[config.mk]
export PLATFORM = sky130hd
export DESIGN_NAME = unidade_controle_multiciclo
export DESIGN_NICKNAME = d
export VERILOG_FILES = /design/src/rtl/unidade_controle_multiciclo.sv
export SDC_FILE = /design/constraint.sdc
export NUM_CORES = 1
export LEC_CHECK = 0
export ABC_AREA = 1
export CORE_AREA = 2 2 51 76
export DETAILED_ROUTE_END_ITERATION = 12
export DIE_AREA = 0 0 53 78
export PLACE_DENSITY = 0.87
export SLEW_MARGIN = 20
export SYNTH_ARGS = -nofsm -noshare
export SYNTH_HDL_FRONTEND = slang
export SYNTH_SLANG_ARGS = --single-unit
[constraint.sdc]
create_clock -name clock -period 1.8 [get_ports clock]
set_input_delay 0.36 -clock clock [delete_from_list [all_inputs] [get_ports clock]]
set_output_delay 0.36 -clock clock [all_outputs]
set_load 0.1 [all_outputs]
[src/rtl/unidade_controle_multiciclo.sv]
// Multi-cycle control unit placed between instruction fetch and the datapath.
// The opcode is decoded once, when the FSM leaves FETCH, into a registered
// control word. The FSM then runs the instruction through the states it needs.
// Each state waits for something different: user confirm for IN, disk ready
// for HD transfers (with a timeout), or a fixed number of cycles for the
// SET_PID syscall. EXEC is the only state that fires strobes and advances the
// PC. HALTED is left only by reset.
module unidade_controle_multiciclo #(
  parameter int OPCODE_W       = 6,
  parameter int OPALU_W        = 6,
  parameter int HD_TIMEOUT     = 255,
  parameter int SYSCALL_CYCLES = 2
) (
  input  logic                clock,
  input  logic                reset,
  input  logic [OPCODE_W-1:0] Opcode,
  input  logic                instr_valid,
  input  logic                io_ack,
  input  logic                hd_ready,
  output logic                OpIO,
  output logic                MemRead,
  output logic                AluSrc,
  output logic                RegDst,
  output logic                TypeJR,
  output logic                RegWrite,
  output logic                MemWrite,
  output logic                WriteHD,
  output logic                Desvio,
  output logic                Syscall_Sign,
  output logic [1:0]          Mem2Reg,
  output logic [OPALU_W-1:0]  OpALU,
  output logic                pc_en,
  output logic                busy,
  output logic                Halt,
  output logic                hd_timeout
);

  // One counter serves both WAIT_HD and SYSCALL, so it is sized for the
  // longer of the two waits.
  localparam int CNT_MAX = (HD_TIMEOUT > SYSCALL_CYCLES) ? HD_TIMEOUT : SYSCALL_CYCLES;
  localparam int CNT_W   = $clog2(CNT_MAX + 1);

  localparam logic [CNT_W-1:0] HD_LAST  = CNT_W'(HD_TIMEOUT - 1);
  localparam logic [CNT_W-1:0] SYS_LAST = CNT_W'(SYSCALL_CYCLES - 1);

  typedef enum logic [2:0] {
    FETCH   = 3'd0,
    WAIT_IN = 3'd1,
    WAIT_HD = 3'd2,
    SYSCALL = 3'd3,
    EXEC    = 3'd4,
    HALTED  = 3'd5
  } state_t;

  // Datapath controls produced by decode. Level controls are held for the
  // whole instruction. Strobe controls are only released in EXEC.
  typedef struct packed {
    logic       op_io;
    logic       mem_read;
    logic       alu_src;
    logic       reg_dst;
    logic       type_jr;
    logic       reg_write;
    logic       mem_write;
    logic       write_hd;
    logic       desvio;
    logic [1:0] mem2reg;
  } ctrl_t;

  // Writeback select is ALU (2'b10) whenever no instruction is in flight.
  localparam ctrl_t CTRL_IDLE = '{mem2reg: 2'b10, default: 1'b0};

  // Opcode classes that leave FETCH for a state other than EXEC.
  localparam logic [OPCODE_W-1:0] OP_IN      = OPCODE_W'(6'h08);
  localparam logic [OPCODE_W-1:0] OP_HALT    = OPCODE_W'(6'h19);
  localparam logic [OPCODE_W-1:0] OP_SET_PID = OPCODE_W'(6'h1C);
  localparam logic [OPCODE_W-1:0] OP_HD_WR   = OPCODE_W'(6'h1E);
  localparam logic [OPCODE_W-1:0] OP_HD_RD   = OPCODE_W'(6'h1F);

  function automatic ctrl_t decode_ctrl(input logic [OPCODE_W-1:0] op);
    ctrl_t c;
    c = CTRL_IDLE;
    case (op)
      OPCODE_W'(6'h00), OPCODE_W'(6'h01), OPCODE_W'(6'h04), OPCODE_W'(6'h0D),
      OPCODE_W'(6'h0F), OPCODE_W'(6'h10), OPCODE_W'(6'h11), OPCODE_W'(6'h12): begin
        c.reg_dst   = 1'b1;
        c.reg_write = 1'b1;
      end
      OPCODE_W'(6'h02), OPCODE_W'(6'h03), OPCODE_W'(6'h14): begin
        c.alu_src   = 1'b1;
        c.reg_write = 1'b1;
      end
      OPCODE_W'(6'h05): begin
        c.desvio  = 1'b1;
        c.alu_src = 1'b1;
        c.reg_dst = 1'b1;
      end
      OPCODE_W'(6'h13): begin
        c.desvio  = 1'b1;
        c.alu_src = 1'b1;
        c.reg_dst = 1'b1;
        c.type_jr = 1'b1;
      end
      OPCODE_W'(6'h0A), OPCODE_W'(6'h0B): begin
        c.desvio = 1'b1;
      end
      OPCODE_W'(6'h06): begin
        c.alu_src   = 1'b1;
        c.mem_read  = 1'b1;
        c.reg_write = 1'b1;
        c.mem2reg   = 2'b00;
      end
      OPCODE_W'(6'h07): begin
        c.alu_src   = 1'b1;
        c.mem_write = 1'b1;
      end
      OP_IN: begin
        c.op_io     = 1'b1;
        c.alu_src   = 1'b1;
        c.reg_write = 1'b1;
        c.mem2reg   = 2'b01;
      end
      OPCODE_W'(6'h09): begin
        c.op_io   = 1'b1;
        c.alu_src = 1'b1;
        c.mem2reg = 2'b01;
      end
      OP_SET_PID: begin
        c.alu_src  = 1'b1;
        c.mem_read = 1'b1;
        c.mem2reg  = 2'b00;
      end
      OP_HD_WR: begin
        c.alu_src   = 1'b1;
        c.reg_write = 1'b1;
        c.write_hd  = 1'b1;
        c.mem2reg   = 2'b11;
      end
      OP_HD_RD: begin
        c.alu_src   = 1'b1;
        c.mem_read  = 1'b1;
        c.reg_write = 1'b1;
        c.mem2reg   = 2'b11;
      end
      default: c = CTRL_IDLE;  // nop, HALT and every unlisted opcode
    endcase
    return c;
  endfunction

  state_t            state, state_next;
  logic [CNT_W-1:0]  cnt;
  ctrl_t             ctrl_q;
  logic [OPALU_W-1:0] opalu_q;
  logic              fetch_take;
  logic              hd_last;
  logic              sys_last;

  assign fetch_take = (state == FETCH) && instr_valid;
  assign hd_last    = (cnt == HD_LAST);
  assign sys_last   = (cnt == SYS_LAST);

  // State register and the shared wait counter, which restarts on every state change.
  // NOTE: sequential state uses non-blocking assignments so every flop samples
  // pre-edge values regardless of process ordering in simulation.
  always_ff @(posedge clock or posedge reset) begin
    if (reset) begin
      state <= FETCH;
      cnt   <= '0;
    end else begin
      state <= state_next;
      if (state_next != state) begin
        cnt <= '0;
      end else if (state == WAIT_HD || state == SYSCALL) begin
        cnt <= cnt + CNT_W'(1);
      end else begin
        cnt <= '0;
      end
    end
  end

  // Capture the decoded control word and ALU opcode as the instruction leaves FETCH.
  always_ff @(posedge clock or posedge reset) begin
    if (reset) begin
      ctrl_q  <= CTRL_IDLE;
      opalu_q <= '0;
    end else if (fetch_take) begin
      ctrl_q  <= decode_ctrl(Opcode);
      opalu_q <= OPALU_W'(Opcode);
    end
  end

  // Next-state logic. If hd_ready arrives in the expiry cycle, it wins over the timeout.
  // NOTE: state_next gets a default before the case so no path leaves it
  // unassigned, which would otherwise infer a latch.
  always_comb begin
    state_next = state;
    case (state)
      FETCH: begin
        if (instr_valid) begin
          if (Opcode == OP_IN)                              state_next = WAIT_IN;
          else if (Opcode == OP_HD_WR || Opcode == OP_HD_RD) state_next = WAIT_HD;
          else if (Opcode == OP_SET_PID)                    state_next = SYSCALL;
          else if (Opcode == OP_HALT)                       state_next = HALTED;
          else                                              state_next = EXEC;
        end
      end
      WAIT_IN: if (io_ack) state_next = EXEC;
      WAIT_HD: begin
        if (hd_ready)     state_next = EXEC;
        else if (hd_last) state_next = FETCH;
      end
      SYSCALL: if (sys_last) state_next = EXEC;
      EXEC:    state_next = FETCH;
      HALTED:  state_next = HALTED;
      default: state_next = FETCH;
    endcase
  end

  // Output decode: level controls while an instruction is in flight, strobes and PC enable only in EXEC.
  always_comb begin
    OpIO         = 1'b0;
    MemRead      = 1'b0;
    AluSrc       = 1'b0;
    RegDst       = 1'b0;
    TypeJR       = 1'b0;
    RegWrite     = 1'b0;
    MemWrite     = 1'b0;
    WriteHD      = 1'b0;
    Desvio       = 1'b0;
    Mem2Reg      = 2'b10;
    Syscall_Sign = 1'b0;
    pc_en        = 1'b0;
    hd_timeout   = 1'b0;
    busy         = (state != FETCH);
    Halt         = (state == WAIT_IN) || (state == HALTED);
    OpALU        = opalu_q;

    if (state != FETCH) begin
      OpIO    = ctrl_q.op_io;
      MemRead = ctrl_q.mem_read;
      AluSrc  = ctrl_q.alu_src;
      RegDst  = ctrl_q.reg_dst;
      TypeJR  = ctrl_q.type_jr;
      Mem2Reg = ctrl_q.mem2reg;
    end

    if (state == EXEC) begin
      RegWrite = ctrl_q.reg_write;
      MemWrite = ctrl_q.mem_write;
      WriteHD  = ctrl_q.write_hd;
      Desvio   = ctrl_q.desvio;
      pc_en    = 1'b1;
    end

    if (state == SYSCALL) Syscall_Sign = 1'b1;

    if (state == WAIT_HD && hd_last && !hd_ready) hd_timeout = 1'b1;
  end

endmodule

==> metrics.cfg <==
[sta]
finalSetupTns_ps = -183.3
period_minus_slack_ps = 1983
slew_headroom_pct = 76.08
fmax_mhz = 504.2
worst_slew_pin_slew_ps = 358.8
rsz0062_at_grt = true
skew_ps = 1.531
finalSetupViolCount = 1
finalMaxSlewViolations = 0
setup_ws_ps = -183.3
post-route-period-util_pct = 110.2
finalHoldViolCount = 0

[worst_setup_path]
cp.arrival_ps = 1620
crit_buf_inv = 2
crit_type = reg2out
required_ps = 1440
critPathTopFamily = simple AND/OR/NAND/NOR gates
path_cells = inv_2 > ha_1 > nand2_1 > nor2_2 > nand2_2 > nor4_4 > buf_12
cp_max_fo = 4
startpoint_type = flop
critPathSlowestCell = dfrtp_1
cp_slowest_stage_delay_ps = 430
end_kind = output port

[final_layout]
syn_to_final_growth_pct = 63.99
nNetsFinal = 333
diodes = 0
drive_gt1_share_pct = 33.96
fin_area_um2 = 2831

[place]
placed_cell_area_um2 = 2641
portBuffers = 32
gp_congestion = 0.9681
dp_hpwl_mm = 3.995

[global_route]
grt-ovfl-total = 0
grt_pass1_wl_mm = 8.286
first_global_vias = 1918
antenna_found_initial = 0
gr-usage-all-layers_pct = 27.15
grt_max_degree = 29

[cts]
cts-root-buf = clkbuf_8
cts-hold-fix-buffers = 0
cts_tree = built
cts.sinks = 28
clock_path_buffers = 2
clkLatencyLatePin_ps = 270
h-tree-depth = 1
clk_pin_slew_ps = 90
cts_buffers = 3

[drt]
num_vias = 1870
drc = 0
drt-wirelength-per-cell_um = 14.65
viasPerCell = 5.194
drt_iter0_drc = 58
drtAntennaViolNets = 0
first_pass_iters = 4
wl_mm = 5.274

[synthesis]
syn-cell-area_um2 = 1727
synth-seq-cells = 28
yosysSeqAreaShare_pct = 40.65
syn_inst = 243
synthDistinctLibCells = 30
syn_area_per_cell_um2 = 7.106
synth-warning-count = 0
synth_nets = 257

[worst_hold_path]
hp-class = in2async

[floorplanning]
dieArea_um2 = 4134
design.core.area_um2 = 3416
start_util_pct = 50.55
fp.dieH_um = 78
io_pins = 33
die_w_um = 53
placementRows = 26

[outcome]
violations = negative setup slack
outcome = finished with violations

[pwr]
power_leakage_uw = 0.001363
power_density_nw_per_um2 = 960.2
peakVddDrop_mv = 1.041

[flow_run]
cap_violations = 0

## power breakdown
group | total (uW) | internal [uW] | leakage (uW) | switching [uW]
combinational | 1440 | 511 | 0.000964 | 934
sequential | 784 | 716 | 0.000363 | 67.5
clock | 491 | 298 | 0.0000357 | 193
## state kept, by name, summed over array words and instances (netlist names)
name,flops
ctrl_q,11
state,3
OpALU,6
cnt,8
## cell usage in the layout, fill, tap and decap left out, types with 3 or more instances in the layout
cell,synthesis,final
nor2_2,4,4
nand2_4,3,3
o21ai_0,12,12
nand2_1,49,47
o21ai_1,6,6
clkdlybuf4s50_1,0,7
dlymetal6s2s_1,0,3
nor2_4,3,15
ha_1,3,3
nor3_1,4,4
nand3_1,22,21
clkbuf_8,0,3
a21oi_1,9,9
inv_1,37,35
buf_4,1,42
buf_12,0,22
nor2_1,40,28
dfrtp_1,27,26
nand4_1,3,3
inv_2,3,5
## kinds of logic after synthesis
family | synth area share, %
AO/OA/AOI/OAI | 10.51
adder cells (fa/ha/maj) | 2.174
buffers and inverters | 11.45
flip-flops | 40.65
AND/OR/NAND/NOR | 35.22
## worst min-delay path, delay by kind of cell
family                 cells  cell delay [ps]
buffers and inverters      3              760
## final timing paths
path	cells past startpoint	startpoint	slack, ps	end
worst max-delay path	7	cnt[0]	-180	hd_timeout
worst min-delay path	3	reset	440	cnt[1]
worst max register to register	9	cnt[1]	90	cnt[2]
worst min register to register	2	ctrl_q[1]	510	ctrl_q[1]
max in group asynchronous	3	reset	1050	ctrl_q[1]
min in group clock	2	ctrl_q[1]	510	ctrl_q[1]
## cell usage after synthesis, drive strengths merged
library cell / count / area, um^2
dfrtp: 27 / 675.7
clkinv: 1 / 3.750
or2: 2 / 12.51
a22oi: 2 / 15.01
o221ai: 1 / 8.760
nor3b: 1 / 7.510
nand2: 53 / 224.0
o21ai: 19 / 98.85
nor2: 47 / 208.9
ha: 3 / 37.54
buf: 4 / 35.03
nor3: 4 / 20.02
o31ai: 1 / 7.510
dfstp: 1 / 26.28
nand4: 3 / 18.77
nand3: 22 / 110.1
inv: 41 / 158.9
a21oi: 9 / 45.04
nor4: 1 / 6.260
o22ai: 1 / 6.260
## metrics by stage
stage	util (%)	hold slack (ps)	total power, uW	setup slack, ps	cells
floorplan	-	424.7	1645	-371.9	243
global placement	77.33	470.7	2135	-141.2	348
detailed placement	77.33	492.4	2161	-198.4	348
CTS	80.62	441.4	2675	-206.0	355
global route	82.89	496.9	2820	-275.1	360
finish	82.89	438.9	2719	-183.3	360
## per-layer routing
metal | GRT usage [%] | wire length (um) | up-vias
li1 | - | - | 921
met1 | 27.56 | 1891 | 867
met2 | 52.00 | 3027 | 66
met3 | 2.885 | 173 | 16
met4 | 12.31 | 182 | 0
met5 | 0 | 0 | -
## layout make-up
type	count	area, um^2
multi-input combinational	169	955.9
timing repair buffer	75	874.6
sequential	28	703.2
fill	210	584.3
inverter	42	173.9
tap	42	52.55
clock buffer	3	41.29
clock inverter	1	30.03
## what timing repair did
item	in CTS	in global routing
cloned	0	0
pin swaps	2	3
resized for setup	7	11
setup buffers	3	5
endpoints found under the setup margin	9	13
(Power assumes the default switching activity.)
